--- src/rtl/bit_pattern_serializer_if.sv ---
// Handshake and serial-output bundle for bit_pattern_serializer.
// The pattern controller drives the master side; the serializer implements the slave side.
interface bit_pattern_serializer_if #(
    parameter int unsigned WIDTH = 8
);
    logic             load;
    logic [WIDTH-1:0] data_in;
    logic             ready;
    logic             serial_out;
    logic             out_valid;
    logic             done;

    modport master (
        output load,
        output data_in,
        input  ready,
        input  serial_out,
        input  out_valid,
        input  done
    );

    modport slave (
        input  load,
        input  data_in,
        output ready,
        output serial_out,
        output out_valid,
        output done
    );
endinterface

--- src/rtl/bit_pattern_serializer.sv ---
// Parallel-to-serial stimulus source: one WIDTH-bit word per handshake, one bit per clock.
// Define SERIAL_PARITY_EN to append an even-parity bit after each word.
module bit_pattern_serializer #(
    parameter int unsigned WIDTH      = 8,
    parameter bit          MSB_FIRST  = 1'b1,
    parameter bit          IDLE_LEVEL = 1'b0
) (
    input  logic                      clock,
    input  logic                      reset,
    bit_pattern_serializer_if.slave   bus
);

    localparam int unsigned   CW      = (WIDTH > 1) ? $clog2(WIDTH) : 1;
    localparam logic [CW-1:0] LastCnt = CW'(WIDTH - 1);
    localparam logic [CW-1:0] CntOne  = CW'(1);

    typedef enum logic [1:0] {
        StIdle,
        StShift,
        StParity
    } state_e;

    state_e           state_q, state_d;
    logic [WIDTH-1:0] shift_q, shift_d;
    logic [CW-1:0]    cnt_q, cnt_d;
    logic             serial_q, serial_d;
    logic             valid_q, valid_d;
    logic             done_q, done_d;

    logic [WIDTH-1:0] data_w;
    logic [WIDTH-1:0] data_rest;
    logic [WIDTH-1:0] shift_next;
    logic [CW-1:0]    cnt_inc;
    logic             data_first;
    logic             shift_head;
    logic             last_bit;
    logic             ready;
    logic             accept;

`ifdef SERIAL_PARITY_EN
    logic parity_q, parity_d;
`endif

    assign data_w  = bus.data_in;
    assign cnt_inc = cnt_q + CntOne;

    // The first bit goes straight to serial_q on acceptance; the shift register holds the rest.
    assign data_first = MSB_FIRST ? data_w[WIDTH-1] : data_w[0];
    assign data_rest  = MSB_FIRST ? {data_w[WIDTH-2:0], 1'b0} : {1'b0, data_w[WIDTH-1:1]};
    assign shift_head = MSB_FIRST ? shift_q[WIDTH-1] : shift_q[0];
    assign shift_next = MSB_FIRST ? {shift_q[WIDTH-2:0], 1'b0} : {1'b0, shift_q[WIDTH-1:1]};

    assign last_bit = (state_q == StShift) && (cnt_q == LastCnt);

`ifdef SERIAL_PARITY_EN
    assign ready = (state_q == StIdle) || (state_q == StParity);
`else
    assign ready = (state_q == StIdle) || last_bit;
`endif

    assign accept = bus.load && ready;

    always_comb begin
        state_d  = state_q;
        shift_d  = shift_q;
        cnt_d    = cnt_q;
        serial_d = serial_q;
        valid_d  = valid_q;
        done_d   = 1'b0;
`ifdef SERIAL_PARITY_EN
        parity_d = parity_q;
`endif

        unique case (state_q)
            StIdle: begin
                serial_d = IDLE_LEVEL;
                valid_d  = 1'b0;
            end
            StShift: begin
                if (!last_bit) begin
                    serial_d = shift_head;
                    shift_d  = shift_next;
                    cnt_d    = cnt_inc;
`ifndef SERIAL_PARITY_EN
                    done_d   = (cnt_inc == LastCnt);
`endif
                end else begin
`ifdef SERIAL_PARITY_EN
                    state_d  = StParity;
                    serial_d = parity_q;
                    done_d   = 1'b1;
`else
                    state_d  = StIdle;
                    serial_d = IDLE_LEVEL;
                    valid_d  = 1'b0;
`endif
                end
            end
            StParity: begin
                state_d  = StIdle;
                serial_d = IDLE_LEVEL;
                valid_d  = 1'b0;
            end
            default: begin
                state_d  = StIdle;
                serial_d = IDLE_LEVEL;
                valid_d  = 1'b0;
            end
        endcase

        // Acceptance overrides the wind-down above, giving a zero-gap stream.
        if (accept) begin
            state_d  = StShift;
            serial_d = data_first;
            shift_d  = data_rest;
            cnt_d    = '0;
            valid_d  = 1'b1;
            done_d   = 1'b0;
`ifdef SERIAL_PARITY_EN
            parity_d = ^data_w;
`endif
        end
    end

    always_ff @(posedge clock or posedge reset) begin
        if (reset) begin
            state_q  <= StIdle;
            shift_q  <= '0;
            cnt_q    <= '0;
            serial_q <= IDLE_LEVEL;
            valid_q  <= 1'b0;
            done_q   <= 1'b0;
        end else begin
            state_q  <= state_d;
            shift_q  <= shift_d;
            cnt_q    <= cnt_d;
            serial_q <= serial_d;
            valid_q  <= valid_d;
            done_q   <= done_d;
        end
    end

`ifdef SERIAL_PARITY_EN
    always_ff @(posedge clock or posedge reset) begin
        if (reset) begin
            parity_q <= 1'b0;
        end else begin
            parity_q <= parity_d;
        end
    end
`endif

    assign bus.ready      = ready;
    assign bus.serial_out = serial_q;
    assign bus.out_valid  = valid_q;
    assign bus.done       = done_q;

endmodule
--- src/flat_wrapper.sv ---
// flat-port wrapper written by rule: the top's interface ports become plain ports
module bit_pattern_serializer_flat 
#(
    parameter int unsigned WIDTH      = 8,
    parameter bit          MSB_FIRST  = 1'b1,
    parameter bit          IDLE_LEVEL = 1'b0
)
  (clock, reset, bus_load, bus_data_in, bus_ready, bus_serial_out, bus_out_valid, bus_done);
  bit_pattern_serializer_if #(.WIDTH(WIDTH)) bus_i ();
  input  logic clock;
  input  logic reset;
  input wire logic [$bits(bus_i.load)-1:0] bus_load;
  input wire logic [$bits(bus_i.data_in)-1:0] bus_data_in;
  output wire logic [$bits(bus_i.ready)-1:0] bus_ready;
  output wire logic [$bits(bus_i.serial_out)-1:0] bus_serial_out;
  output wire logic [$bits(bus_i.out_valid)-1:0] bus_out_valid;
  output wire logic [$bits(bus_i.done)-1:0] bus_done;
  assign bus_i.load = bus_load;
  assign bus_i.data_in = bus_data_in;
  assign bus_ready = bus_i.ready;
  assign bus_serial_out = bus_i.serial_out;
  assign bus_out_valid = bus_i.out_valid;
  assign bus_done = bus_i.done;
  bit_pattern_serializer #(.WIDTH(WIDTH), .MSB_FIRST(MSB_FIRST), .IDLE_LEVEL(IDLE_LEVEL)) u_core (.clock(clock), .reset(reset), .bus(bus_i));
endmodule
--- config.mk ---
export PLATFORM = sky130hd
export DESIGN_NAME = bit_pattern_serializer_flat
export DESIGN_NICKNAME = d
export VERILOG_FILES = /design/src/rtl/bit_pattern_serializer_if.sv /design/src/rtl/bit_pattern_serializer.sv /design/src/flat_wrapper.sv
export SDC_FILE = /design/constraint.sdc
export NUM_CORES = 1
export LEC_CHECK = 0
export ABC_AREA = 1
export CORE_MARGIN = 1.5
export CORE_UTILIZATION = 47
export DETAILED_ROUTE_END_ITERATION = 7
export GPL_TIMING_DRIVEN = 1
export PLACE_DENSITY = 0.84
export RECOVER_POWER = 25
export SYNTH_ARGS = -nofsm -noshare
export SYNTH_HDL_FRONTEND = slang
export SYNTH_SLANG_ARGS = --single-unit
--- constraint.sdc ---
create_clock -name clock -period 2.2 [get_ports clock]
set_input_delay 0.44 -clock clock [delete_from_list [all_inputs] [get_ports clock]]
set_output_delay 0.44 -clock clock [all_outputs]
set_load 0.01 [all_outputs]
==> impl_metrics.yaml <==
layout:
  stdcell_area_sq_um: 812
  antennaDiodeCount: 0
  multi_input_area_sq_um: 236
  seq_area_sq_um: 350
  syn_to_final_growth_pct: 27.8
  final_core_utilization_pct: 63.2
  fillCellCount: 105
  drive_gt1_share_pct: 9.52
  nets: 99
yosys:
  yosysWarnings: 0
  syn-mean-instance-area_sq_um: 9.35
  synth_cell_type_count: 13
  synth_nets: 82
  ys_seq_area_share_pct: 55.1
  synthCells: 68
  synth_area_sq_um: 636
  ys_ff_latch: 14
pwr:
  powerDensity_nw_per_um2: 1210
  ir_drop_uv: 727
  power_leakage_uw: 0.000402
critical_path:
  critPathMostFrequentCell: "ha_1"
  reg2reg_slack_ns: 0.78
  reg2regPathDepth: 7
  cp_top_family: "buffers and inverters"
  crit_end: "bus_ready"
  critPathLaunchType: "register"
  cp_cell_sequence: "ha_1 -> ha_1 -> inv_1 -> nand2_1 -> clkdlybuf4s50_1"
  cp.depth: 5
  crit_buf_inv: 2
  cpPeakStageDelay_ns: 0.48
  crit_type: "reg -> out"
  end_kind: "output pin"
  cp.required_ns: 1.76
  cp-startpoint: "u_core.cnt_q[1]"
  cp_slowest_cell: "clkdlybuf4s50_1"
  cp_max_fo: 3
  arrival_ns: 1.66
  worstReg2RegStart: "u_core.cnt_q[1]"
  r2r_end: "u_core.bus.out_valid"
grt:
  grt_start_max_net_pins: 21
  grt-ovfl-total: 0
  grt_pass1_wl_um: 1780
  antenna_found_initial: 0
  track_usage_pct: 17.6
  grt_pass1_vias: 422
sta:
  skew_ns: 0.00856
  hold_viol_final: 0
  tightestPinTransition_ns: 0.512
  fin_crit_ns: 2.10
  fin_crit_sh_pct: 95.2
  relSlewSlack_pct: 65.8
  rsz0062_at_grt: "false"
  tns_ns: 0
  setup_viol: 0
  fmax_mhz: 477
  drv_slew: 0
  finalWorstSetupSlack_ns: 0.105
floorplanning:
  initial_utilization_pct: 49.5
  die_h_um: 39.8
  core_sq_um: 1280
  die_x_um: 39.8
  ios: 15
  die_area_sq_um: 1580
  num_rows: 13
drt:
  drcViolationCount: 0
  wirelength_um: 1150
  vias_per_cell: 5.19
  via_count: 514
  drt-wirelength-per-cell_um: 11.6
  antenna_left: 0
  firstDrtPassIters: 3
  drtIter0Drc: 16
clock_network:
  cts_inserted_buffers: 3
  cts_tree: "yes"
  cts_resized: 0
  clock-sinks: 14
  root_buffer: "clkbuf_4"
  postCtsSetupRepairBufs: 0
  postCtsHoldBufs: 0
  cts_buffer_depth: 2
  cts.clk_slew.worst_paths_ns: 0.09
  h-tree-depth: 1
  insertion_delay_ns: 0.28
run_status:
  outcome: "finished clean"
placed_design:
  place_congestion: 0.684
  numPortBuffers: 14
  dp_hpwl_um: 824
  placed_area_sq_um: 776
  place_ws_ns: 0.395
hold_path:
  hold_path_class: "reg -> reg"
job:
  maxCapViolations: 0
==> cell usage in the layout (no fill, tap or decap) <==
cell type	n
nand3_1	23
inv_1	5
nor2_1	1
o21ai_0	1
ha_1	3
nand2_1	14
nor2_2	1
clkbuf_4	3
dlygate4sd3_1	1
inv_2	1
dfrtp_1	14
clkdlybuf4s50_1	13
o21a_1	1
clkbuf_8	1
buf_4	1
o21ai_2	1
==> final cells by class <==
class,instances,share of cell area [%]
multi-input combinational,45,29.1
clock buffer,4,4.47
inverter,6,2.77
sequential,14,43.1
timing repair buffer,15,18.2
tap,15,2.31
==> worst register-to-register path, stage by stage, from the launching register on <==
cell	delay, ns
dfrtp_1	0.41
ha_1	0.19
ha_1	0.20
inv_1	0.05
nand2_1	0.06
buf_4	0.20
nand2_1	0.13
o21a_1	0.13
==> power breakdown <==
group | internal, uW | switching (uW) | leakage (uW)
clock network | 100 | 80.7 | 0.0000210
logic | 178 | 214 | 0.000204
registers | 360 | 51.2 | 0.000177
total | 639 | 346 | 0.000402
==> worst min-delay path by stage <==
stage | from | cells past startpoint | endpoint
after floorplan | reset | 1 | u_core.bus.done
after global placement | u_core.shift_q[7] | 2 | u_core.bus.serial_out
after detailed placement | u_core.shift_q[2] | 2 | u_core.shift_q[3]
after CTS | u_core.shift_q[3] | 2 | u_core.shift_q[4]
after global routing | u_core.bus.out_valid | 1 | u_core.bus.out_valid
final | u_core.shift_q[1] | 2 | u_core.shift_q[2]
==> sequential cells by signal, indices dropped and copies added, names as in the netlist <==
register	cells
u_core.shift_q	7
u_core.bus.done	1
u_core.state_q	1
u_core.bus.out_valid	1
u_core.cnt_q	3
u_core.bus.serial_out	1
==> routing by layer <==
metal,vias to the layer above,GRT usage (%),share of wire [%]
met5,-,0,0
met4,0,7.76,0.70
met3,2,5.11,2.5
met2,7,25.8,51
met1,249,23.5,46
li1,256,-,-
==> logic make-up (layout without fill, tap and decap cells) <==
| family | count (synthesis) | after routing | synth area share (%) |
|---|---|---|---|
| compound gates | 3 | 3 | 3.35 |
| fa+ha+maj | 3 | 3 | 5.91 |
| buf+inv | 9 | 25 | 7.68 |
| flops | 14 | 14 | 55.1 |
| simple gates | 39 | 39 | 28.0 |
==> metrics by stage <==
stage	power, uW	hold WS (ns)	std cells
2_1_floorplan	682	0.329	68
3_3_place_gp	795	0.461	95
3_5_place_dp	816	0.486	95
4_1_cts	999	0.502	99
5_1_grt	1070	0.528	99
6_report	985	0.495	99
==> synthesized netlist by cell type <==
library cell  count  share of area, %
buf_4             2               2.4
buf_6             1               1.8
dfrtp_1          14                55
ha_1              3               5.9
inv_1             5               3.0
inv_2             1              0.59
nand2_1          14               8.3
nand3_1          23                18
nor2_1            1              0.59
nor2_2            1              0.98
o21a_1            1               1.2
o21ai_0           1              0.79
o21ai_2           1               1.4
No activity file was read; power rests on OpenSTA's default activity.
